### src/rtl/if_id_fetch_queue_pkg.sv
// Shared constants and helpers for the IF->ID fetch queue.
// Holds the NOP encoding, the default word width, the default depth and a saturating adder.
package if_id_fetch_queue_pkg;

    localparam int unsigned    FQ_WORD_W   = 16;
    localparam int unsigned    FQ_DEPTH    = 4;
    localparam logic [15:0]    FQ_NOP_WORD = 16'h0000;

    function automatic logic [15:0] sat_add16(input logic [15:0] a, input logic [15:0] b);
        logic [16:0] sum;
        sum = {1'b0, a} + {1'b0, b};
        return sum[16] ? '1 : sum[15:0];
    endfunction

endpackage

### src/rtl/if_id_fetch_queue_mem.sv
// Storage array for the fetch queue: one synchronous write port and one asynchronous read port.
// The storage itself is not reset; validity is tracked by the pointers and count in the top level.
module if_id_queue_mem
    import if_id_fetch_queue_pkg::*;
#(
    parameter int unsigned DEPTH  = FQ_DEPTH,
    parameter int unsigned DATA_W = 2 * FQ_WORD_W,
    parameter int unsigned ADDR_W = $clog2(FQ_DEPTH)
)(
    input  logic              clk,
    input  logic              we,
    input  logic [ADDR_W-1:0] waddr,
    input  logic [DATA_W-1:0] wdata,
    input  logic [ADDR_W-1:0] raddr,
    output logic [DATA_W-1:0] rdata
);

    logic [DATA_W-1:0] mem_q [DEPTH];

    always_ff @(posedge clk) begin
        if (we) begin
            mem_q[waddr] <= wdata;
        end
    end

    assign rdata = mem_q[raddr];

endmodule

### src/rtl/if_id_fetch_queue.sv
// Fetch queue between IF and ID: buffers {pc, instr}, shows a NOP bubble when empty or flushing.
// Optional statistics counters are enabled by defining FETCH_QUEUE_STATS_EN.
module if_id_fetch_queue
    import if_id_fetch_queue_pkg::*;
#(
    parameter int unsigned       DEPTH    = FQ_DEPTH,
    parameter int unsigned       WORD_W   = FQ_WORD_W,
    parameter logic [WORD_W-1:0] NOP_WORD = WORD_W'(FQ_NOP_WORD)
)(
    input  logic              clk,
    input  logic              rst_n,
    input  logic              if_valid,
    input  logic [WORD_W-1:0] if_instr,
    input  logic [WORD_W-1:0] if_pc,
    output logic              if_ready,
    input  logic              IF_ID_sync_nop,
    input  logic              id_stall,
    output logic [WORD_W-1:0] id_instr,
    output logic [WORD_W-1:0] id_pc,
    output logic              id_is_nop
`ifdef FETCH_QUEUE_STATS_EN
    ,
    output logic [15:0]       flush_cnt,
    output logic [15:0]       discard_cnt
`endif
);

    localparam int unsigned PTR_W = $clog2(DEPTH);
    localparam int unsigned CNT_W = $clog2(DEPTH + 1);

    logic [PTR_W-1:0]    wr_ptr_q, wr_ptr_d;
    logic [PTR_W-1:0]    rd_ptr_q, rd_ptr_d;
    logic [CNT_W-1:0]    count_q, count_d;
    logic                full;
    logic                bubble;
    logic                enq;
    logic                deq;
    logic [2*WORD_W-1:0] head_data;

    assign full     = (count_q == CNT_W'(DEPTH));
    assign if_ready = ~full & ~IF_ID_sync_nop;
    assign enq      = if_valid & if_ready;
    assign bubble   = (count_q == '0) | IF_ID_sync_nop;
    assign deq      = ~bubble & ~id_stall;

    if_id_queue_mem #(
        .DEPTH  (DEPTH),
        .DATA_W (2 * WORD_W),
        .ADDR_W (PTR_W)
    ) u_mem (
        .clk   (clk),
        .we    (enq),
        .waddr (wr_ptr_q),
        .wdata ({if_pc, if_instr}),
        .raddr (rd_ptr_q),
        .rdata (head_data)
    );

    always_comb begin
        id_instr  = NOP_WORD;
        id_pc     = '0;
        id_is_nop = 1'b1;
        if (!bubble) begin
            id_pc     = head_data[2*WORD_W-1:WORD_W];
            id_instr  = head_data[WORD_W-1:0];
            id_is_nop = 1'b0;
        end
    end

    // Flush wins over enq/deq; otherwise enq and deq together leave count unchanged.
    always_comb begin
        wr_ptr_d = wr_ptr_q;
        rd_ptr_d = rd_ptr_q;
        count_d  = count_q;
        if (IF_ID_sync_nop) begin
            wr_ptr_d = '0;
            rd_ptr_d = '0;
            count_d  = '0;
        end else begin
            if (enq) begin
                wr_ptr_d = wr_ptr_q + PTR_W'(1);
            end
            if (deq) begin
                rd_ptr_d = rd_ptr_q + PTR_W'(1);
            end
            case ({enq, deq})
                2'b10:   count_d = count_q + CNT_W'(1);
                2'b01:   count_d = count_q - CNT_W'(1);
                default: count_d = count_q;
            endcase
        end
    end

    always_ff @(posedge clk or negedge rst_n) begin
        if (!rst_n) begin
            wr_ptr_q <= '0;
            rd_ptr_q <= '0;
            count_q  <= '0;
        end else begin
            wr_ptr_q <= wr_ptr_d;
            rd_ptr_q <= rd_ptr_d;
            count_q  <= count_d;
        end
    end

`ifdef FETCH_QUEUE_STATS_EN
    logic [15:0] flush_cnt_q, flush_cnt_d;
    logic [15:0] discard_cnt_q, discard_cnt_d;

    always_comb begin
        flush_cnt_d   = flush_cnt_q;
        discard_cnt_d = discard_cnt_q;
        if (IF_ID_sync_nop) begin
            flush_cnt_d   = sat_add16(flush_cnt_q, 16'd1);
            discard_cnt_d = sat_add16(discard_cnt_q, 16'(count_q));
        end
    end

    always_ff @(posedge clk or negedge rst_n) begin
        if (!rst_n) begin
            flush_cnt_q   <= '0;
            discard_cnt_q <= '0;
        end else begin
            flush_cnt_q   <= flush_cnt_d;
            discard_cnt_q <= discard_cnt_d;
        end
    end

    assign flush_cnt   = flush_cnt_q;
    assign discard_cnt = discard_cnt_q;
`endif

    a_no_overflow: assert property (@(posedge clk) disable iff (!rst_n) !(enq && full));
    a_no_underflow: assert property (@(posedge clk) disable iff (!rst_n) !(deq && (count_q == '0)));

endmodule
### config.mk
export PLATFORM = sky130hd
export DESIGN_NAME = if_id_fetch_queue
export DESIGN_NICKNAME = d
export VERILOG_FILES = /design/src/rtl/if_id_fetch_queue_pkg.sv /design/src/rtl/if_id_fetch_queue_mem.sv /design/src/rtl/if_id_fetch_queue.sv
export SDC_FILE = /design/constraint.sdc
export NUM_CORES = 1
export LEC_CHECK = 0
export CAP_MARGIN = 20
export CORE_MARGIN = 1
export CORE_UTILIZATION = 45
export DETAILED_ROUTE_END_ITERATION = 16
export GPL_TIMING_DRIVEN = 0
export PLACE_DENSITY = 0.67
export SETUP_SLACK_MARGIN = 0.5
export SYNTH_ARGS = -nofsm -noshare
export SYNTH_HDL_FRONTEND = slang
export SYNTH_HIERARCHICAL = 1
export SYNTH_SLANG_ARGS = --single-unit
### constraint.sdc
create_clock -name clk -period 5.4 [get_ports clk]
set_input_delay 0.54 -clock clk [delete_from_list [all_inputs] [get_ports clk]]
set_output_delay 0.54 -clock clk [all_outputs]
set_load 0.01 [all_outputs]
==> results.txt, run 1 <==
The flow ran to the end, but the final reports show violations. The final reports fail on DRC. The post-layout instance area came out at 6870 µm². Dividing the synthesized area by the synthesized cell count gives 20.4 µm². The setup path with the least slack is of type reg2out.

Across the VDD grid, the largest voltage drop is 201 µV. Hold is met by 0.415 ns. The number of buffers inserted to repair setup after CTS came out at 0. edfxtp_1 takes more of the synthesized area than any other cell. After detailed placement, the total cell area comes to 6350 µm². The CTS tree is built. The insertion delay of the later-clocked pin in the worst-skew pair came out at 0.40 ns. The core footprint came out at 11,600 µm². In this run the vertical extent of the chip is 112 µm. The total power is 2.67 mW. The number of fill cells in the layout is 880.

The effective utilization at floorplan came out at 0.468. Data arrives at the worst endpoint at 2.72 ns. The routed design could run at a clock period as short as 3.26 ns. The max-capacitance violation count came out at 0. For the pin with the worst max-slew slack, the measured transition is 0.906 ns. The number of pins with negative max-slew slack in the final report is 0.

The worst setup path is captured at an output pin. The number of rows created at floorplan came out at 39. The post-detailed-routing wire length is 9800 µm. The gate count after technology mapping came out at 267. The number of buffers inserted by hold repair at cts is 0. The first-pass detailed-route iteration total is 10. Setup violations remaining at the end of the flow were counted as 0.

The number of vias per cell after detailed routing came out at 5.40. The total leakage power came out at 2.26 nW. The area added between synthesis and finish came out at 26.4%. The number of antenna violations at the first check in global routing came out at 0. The summed instance area of the synthesized netlist is 5440 µm². The number of nets in the synthesized netlist is 305. The detailed-placement wirelength estimate came out at 5850 µm.

The floorplan die width came out at 112 µm. Setup repair after global routing left no endpoint under its margin. The diode insertion count for antenna repair is 0.

The non-filler instance count after layout came out at 513. In this run the worst hold path is classified as in2async. The highest fanout seen on the critical path is 10. The critical path goes through buf_2 > nor3_2 > nor2_1 > clkbuf_1 > and2_1 > clkdlybuf4s50_1. Entering global routing, the biggest net connects 33 pins.

For this run, design rule violations remaining after detail routing come to 7. For this run, the slowest stage of the critical path takes 0.57 ns. The number of gates resized after CTS is 0. The distinct cell type count of the synthesized netlist is 37. The sink count of the clock tree came out at 135. Routability-driven placement finished with a final weighted congestion of 0.710. Clock tree synthesis selected as its root buffer the cell clkbuf_16. In this run, the number of DRC markers left after iteration 0 of detailed routing was 148. The areal power density over the cells came out at 388 nW/µm². The number of buffers and inverters on the critical path is 3. The global-route usage over all layers is 0.172. The I/O pin count came out at 71. In the final routed layout, each cell accounts on average for 19.1 µm. The number of placed instances, taps included came out at 482. Data on the critical path is required at its endpoint by 4.86 ns. The maximum buffer depth of the clock tree is 2. The detail route stage leaves a number of antenna-violating nets equal to 0. The first-pass GRT wire length is 15,600 µm.

The share of final-layout standard cells stronger than drive strength 1 is 0.208. The share of synthesized area in the top cell type comes to 0.707. The relative slew slack is 0.396.

The final critical-path share of the clock period came out at 0.603. The share of synthesized area occupied by flip-flops and latches is 0.739. The final net count is 396.

Between clock sinks in the finished design, the worst skew comes to 0.00810 ns. Yosys printed 6 warnings. The H-tree level count is 4. Among cell families on the critical path, the largest total delay comes from buffers and inverters. The final count of hold timing violations came out at 0.

The register clock-pin slew on the reported worst setup and hold paths is 0.06 ns. On the critical path, the stage with the largest delay is an instance of clkdlybuf4s50_1. The total overflow left after global routing is 0. Static timing analysis puts the maximum clock frequency at 0.307 GHz. The total CTS buffers is 17. Input and output buffers added on the ports amount to 69. The total number of vias is 2,769.

The kind of launch point of the worst setup path is a register. The number of global-route vias before repair came out at 2,885. The die covers 12,500 µm².

Sorting the synthesized cells by area gives the leading types as edfxtp_1 (71%), mux4_2 (12%), and2_1 (3.8%). The flop and latch count out of synthesis is 135.
[routing by layer]
metal	part of all wire	global-route usage	up-vias
met5	0	0	-
met4	0.0080	0.0622	0
met3	0.050	0.0523	9
met2	0.52	0.287	70
met1	0.43	0.212	1431
li1	-	-	1259
[layout by cell type, fill, tap and decap left out, types with 3 or more instances in the layout]
cell             instances
edfxtp_1               128
clkdlybuf4s50_1         69
and2_1                  33
mux4_2                  30
clkbuf_16               17
clkbuf_1                 7
dfrtp_1                  7
buf_2                    6
buf_6                    5
nor2_1                   5
inv_1                    5
clkinv_2                 5
a21oi_1                  4
o21ai_0                  3
or3_1                    3
nand3b_1                 3
clkinvlp_4               3
buf_12                   3
[logic make-up (layout without fill, tap and decap cells)]
| group | Yosys count | after routing | share of synthesized area |
|---|---|---|---|
| compound gates | 17 | 17 | 0.0223 |
| simple gates | 59 | 59 | 0.0688 |
| buf+inv | 21 | 124 | 0.0283 |
| xor+xnor | 1 | 1 | 0.00161 |
| flops | 135 | 135 | 0.739 |
| fa+ha+maj | 1 | 1 | 0.00368 |
| mux | 33 | 33 | 0.136 |
[layout make-up]
| cell class | count | area [µm²] | area share |
|---|---|---|---|
| Clock inverter | 11 | 85.1 | 0.0124 |
| Buffer | 16 | 135 | 0.0197 |
| Sequential cell | 135 | 4020 | 0.585 |
| Multi-Input combinational cell | 111 | 1270 | 0.185 |
| Inverter | 5 | 18.8 | 0.00273 |
| Timing Repair Buffer | 72 | 724 | 0.105 |
| Clock buffer | 20 | 437 | 0.0636 |
| Tap cell | 143 | 179 | 0.0260 |
[state kept, by name (all words and copies together) (netlist names)]
signal	flops
count_q	3
rd_ptr_q	2
wr_ptr_q	2
u_mem/mem_q	128
[per-stage QoR]
step	utilization	worst slack [ns]	TNS, ns
final	0.591	2.14	0
after global routing	0.591	1.93	0
after CTS	0.591	2.10	0
after detailed placement	0.547	2.24	0
after global placement	0.543	-1.11	-35.35
after floorplan	-	1.44	0
[path summary, 6_finish.rpt]
check,start,cells past startpoint,slack (ns),end
min reg2reg,wr_ptr_q[1]$_DFFE_PN0P_,2,0.61,wr_ptr_q[1]$_DFFE_PN0P_
max,count_q[1]$_DFFE_PN0P_,6,2.14,id_instr[10]
max in group asynchronous,rst_n,1,4.72,rd_ptr_q[1]$_DFFE_PN0P_
max reg2reg,count_q[1]$_DFFE_PN0P_,8,2.76,count_q[1]$_DFFE_PN0P_
min,rst_n,1,0.41,wr_ptr_q[0]$_DFFE_PN0P_
min in group clk,if_valid,3,0.53,count_q[0]$_DFFE_PN0P_
[cell usage after synthesis]
cell type    n
o311a_1      1
nor2_1       5
xnor2_1      1
edfxtp_1   128
and4b_1      1
o31ai_1      2
o21ba_2      1
nor3b_1      2
a311oi_1     2
or4_1        1
or3_1        3
o221ai_1     1
inv_1        5
nand2b_1     2
buf_4        1
clkbuf_1     4
dfrtp_1      7
and3_1       2
nand3b_1     3
nor3_2       1
nor3_1       2
fa_1         1
and2_1      33
mux4_1       2
o311ai_0     1
o21ai_0      3
mux2i_1      1
buf_12       3
and3b_1      2
mux4_2      30
buf_6        2
a21oi_1      4
nor4_1       1
nor2b_1      1
buf_2        6
a211oi_1     1
a2111oi_0    1
[where the power goes]
part	total, mW	switching, mW	internal [mW]
clock network	1.02	0.397	0.621
registers	1.20	0.0144	1.19
logic	0.445	0.197	0.248
Note: power is estimated with default switching activity, not from simulation.
==> inputs of run 2 (changes only) <==
==> constraint.sdc (replaced) <==
create_clock -name clk -period 3.1 [get_ports clk]
set_input_delay 0.31 -clock clk [delete_from_list [all_inputs] [get_ports clk]]
set_output_delay 0.31 -clock clk [all_outputs]
set_load 0.01 [all_outputs]
==> run 2 against run 1 <==
The run still ends with DRC left. Clock skew shrank 0.0025 ns. Utilization grew 1.7 points. Sequential power grew 75%. Design area grew 2.9%. Highest routed layer unchanged.
==> results.txt, run 2 (synthesized netlist as in run 1, its figures left out) <==
The logic depth of the worst register-to-register path came out at 8 (unchanged). In the layout the commonest cells are edfxtp_1 (128), clkdlybuf4s50_1 (40), and2_1 (33). The highest fanout seen on the critical path is 10 (unchanged). The combinational share of power came out at 0.168 (about the same). The first-pass detailed-route iteration total came out at 10 (unchanged). The detailed route wirelength on metal3 came out at 494 µm (+1.4%).

The quantity of I/O buffers inserted on ports is 69 (unchanged). The number of pins with negative max-slew slack in the final report was 0 (unchanged). The H-tree level count is 4 (unchanged). The effective utilization at floorplan came out at 0.468 (unchanged). The cell at the root of the clock tree is clkbuf_16.

The total die area was 12,500 µm² (unchanged). The floorplan die width is 112 µm (unchanged). The most numerous cell type found on the critical path is nor2_1. The detailed-route wire length per cell came out at 19.0 µm (-0.40%). The slowest stage of the critical path is the clkdlybuf4s50_1 cell. The switching power is 1.03 mW (+70%). The max-capacitance violation count came to 0 (unchanged). The final clock skew came to 0.00558 ns (-0.00252 ns).

The data required time at the worst endpoint is 3.45 ns (-1.41 ns). The number of endpoints failing setup at the final stage came out at 0 (unchanged). The core footprint is 11,600 µm² (unchanged).

The number of vias per cell after detailed routing came out at 5.41 (+0.17%). The data arrival time of the worst path came out at 2.88 ns (+0.16 ns). The largest net degree at the start of global routing came out at 33 (unchanged). The I/O pin count is 71 (unchanged). The post-route worst setup slack came out at 0.569 ns (-1.57 ns). The maximum buffer depth of the clock tree came out at 2 (unchanged). The critical path goes through clkdlybuf4s50_1 > clkbuf_1 > nor2_1 > nand2b_1 > nor2_1 > fa_1 > or3_1 > a311oi_1 > o311a_1. The largest stage delay on the critical path came to 0.55 ns (-0.02 ns). In this run the worst hold path is classified as in2async. The run finished, with violations left. The number of placed instances, taps included is 481 (-0.21%).

The first-pass GRT wire length is 15,300 µm (-1.7%). The total number of vias came out at 2,790 (+0.76%). The placement-stage cell area came out at 6360 µm² (+0.24%). The final count of hold timing violations came to 0 (unchanged). The net switching fraction of the power came out at 0.216 (-0.0123). The final routed DRC violation total was 7 (unchanged). The met1 routed wirelength after detailed routing came out at 4110 µm (-1.7%). The worst slack after detailed placement was 0.208 ns (-2.03 ns).

The relative slew slack is 0.386 (-0.00986). The worst setup path is of the in2reg kind. Grouping stages by cell kind, the critical path spends the most delay in buffers and inverters. In this run the critical register-to-register path is launched from count_q[1]$_DFFE_PN0P_. The areal power density over the cells came out at 676 nW/µm² (+74%). The largest registers in the layout are u_mem/mem_q: 128 flops, count_q: 3 flops.

The slew at the pin with the worst max-slew slack is 0.921 ns (+0.0148 ns). The die outline height came to 112 µm (unchanged). The total leakage power is 2.79 nW (+23%).

The sequential cell fraction of total power is 0.438 (-0.013). The diode insertion count for antenna repair came out at 0 (unchanged). The number of flip-flops in the largest register is 128 (unchanged). The design internal power was 3.75 mW (+82%). The number of DRC markers in iteration 0 is 143 (-3.4%). The number of antenna violations at the first check in global routing is 0 (unchanged). The setup total negative slack is 0 ns (unchanged). The highest clock frequency the design can meet came out at 0.395 GHz. The worst hold slack after final layout is 0.187 ns (-0.228 ns). Ranked by flip-flop count, first place goes to u_mem/mem_q.

STA classifies the critical path endpoint as a register. The insertion delay of the later-clocked pin in the worst-skew pair was 0.41 ns (about the same). The number of global-route vias before repair is 2,904 (+0.66%).

The clock share of power is 0.393 (+0.011). The leading cell type in the layout, fill and taps excluded is edfxtp_1. The slack of the worst reg-to-reg path was 0.60 ns (-2.16 ns). TritonCTS built the clock tree. The detailed-placement wirelength estimate came out at 5990 µm (+2.4%). The buffers plus inverters on the worst setup path is 2 (-1). The endpoint of the worst register-to-register path is count_q[2]$_DFFE_PN0P_. The shortest period the worst path allows is 2.53 ns.

The routability congestion estimate from global placement came out at 0.722 (+1.7%). The share of final-layout standard cells stronger than drive strength 1 came out at 0.225 (+0.0171). The area added between synthesis and finish is 30.1%.

The post-detailed-routing wire length came out at 9820 µm (+0.18%). The final global-route overflow total came out at 0 (unchanged). The sink count of the clock tree is 135 (unchanged). The final critical-path share of the clock period is 0.816. The total CTS buffers came out at 17 (unchanged). Setup repair after global routing could not meet its margin everywhere. The number of rows created at floorplan came out at 39 (unchanged). The wire length on met2 came out at 5060 µm (+0.24%). The register clock-pin slew on the reported worst setup and hold paths came out at 0.05 ns (about the same). The global-route usage over all layers came out at 0.170 (-0.00196). The checks that failed: DRC. The post-layout instance area is 7070 µm² (+2.9%). The final net count is 398 (+0.51%). The uppermost metal layer occupied by signal nets is met4.

STA classifies the critical path startpoint as an input pin. The worst IR drop on VDD is 337 µV (+68%). The final antenna-violating net count is 0 (unchanged). The non-filler instance count after layout came out at 516 (+0.58%).
## run 2: cell type report
type / instances / area, µm²
Buffer: 16 / 159
Clock buffer: 29 / 531
Clock inverter: 3 / 38.8
Fill cell: 871 / 4540
Inverter: 5 / 18.8
Multi-Input combinational cell: 111 / 1300
Sequential cell: 135 / 4020
Tap cell: 143 / 179
Timing Repair Buffer: 74 / 825
## run 2: metrics by stage
stage | util | power, mW
after floorplan | - | 2.60
after global placement | 0.544 | 2.89
after detailed placement | 0.548 | 2.92
after CTS | 0.601 | 4.84
after global routing | 0.609 | 4.97
final | 0.609 | 4.78
## run 2: worst max-delay path by stage
stage / from / to / slack, ns / cells after the start
2_1_floorplan: count_q[1]$_DFFE_PN0P_ / count_q[1]$_DFFE_PN0P_ / 0.80 / 8
6_report: IF_ID_sync_nop / count_q[2]$_DFFE_PN0P_ / 0.57 / 9
5_1_grt: IF_ID_sync_nop / count_q[2]$_DFFE_PN0P_ / 0.39 / 9
4_1_cts: count_q[1]$_DFFE_PN0P_ / id_instr[0] / 0.50 / 6
3_3_place_gp: IF_ID_sync_nop / u_mem/mem_q[0][27]$_DFFE_PP_ / -0.36 / 4
3_5_place_dp: IF_ID_sync_nop / count_q[2]$_DFFE_PN0P_ / 0.21 / 8
## run 2: power groups by stage
stage	clock [mW]	combinational (mW)	sequential, mW
2_1_floorplan	0	0.468	2.13
3_3_place_gp	0	0.763	2.13
3_5_place_dp	0	0.790	2.13
4_1_cts	1.92	0.821	2.10
5_1_grt	2.00	0.871	2.10
6_report	1.88	0.805	2.10
## run 2: timing repair
action	in CTS	in global routing
setup buffers	1	2
gates cloned	0	0
pin swaps	0	1
endpoints found under the setup margin	33	32
gates resized for setup	13	32
hold buffers	0	0
## run 2: routing by layer
metal  track usage  up-vias
li1              -     1268
met1         0.216     1439
met2         0.272       70
met3        0.0506       13
met4        0.0748        0
met5             0        -
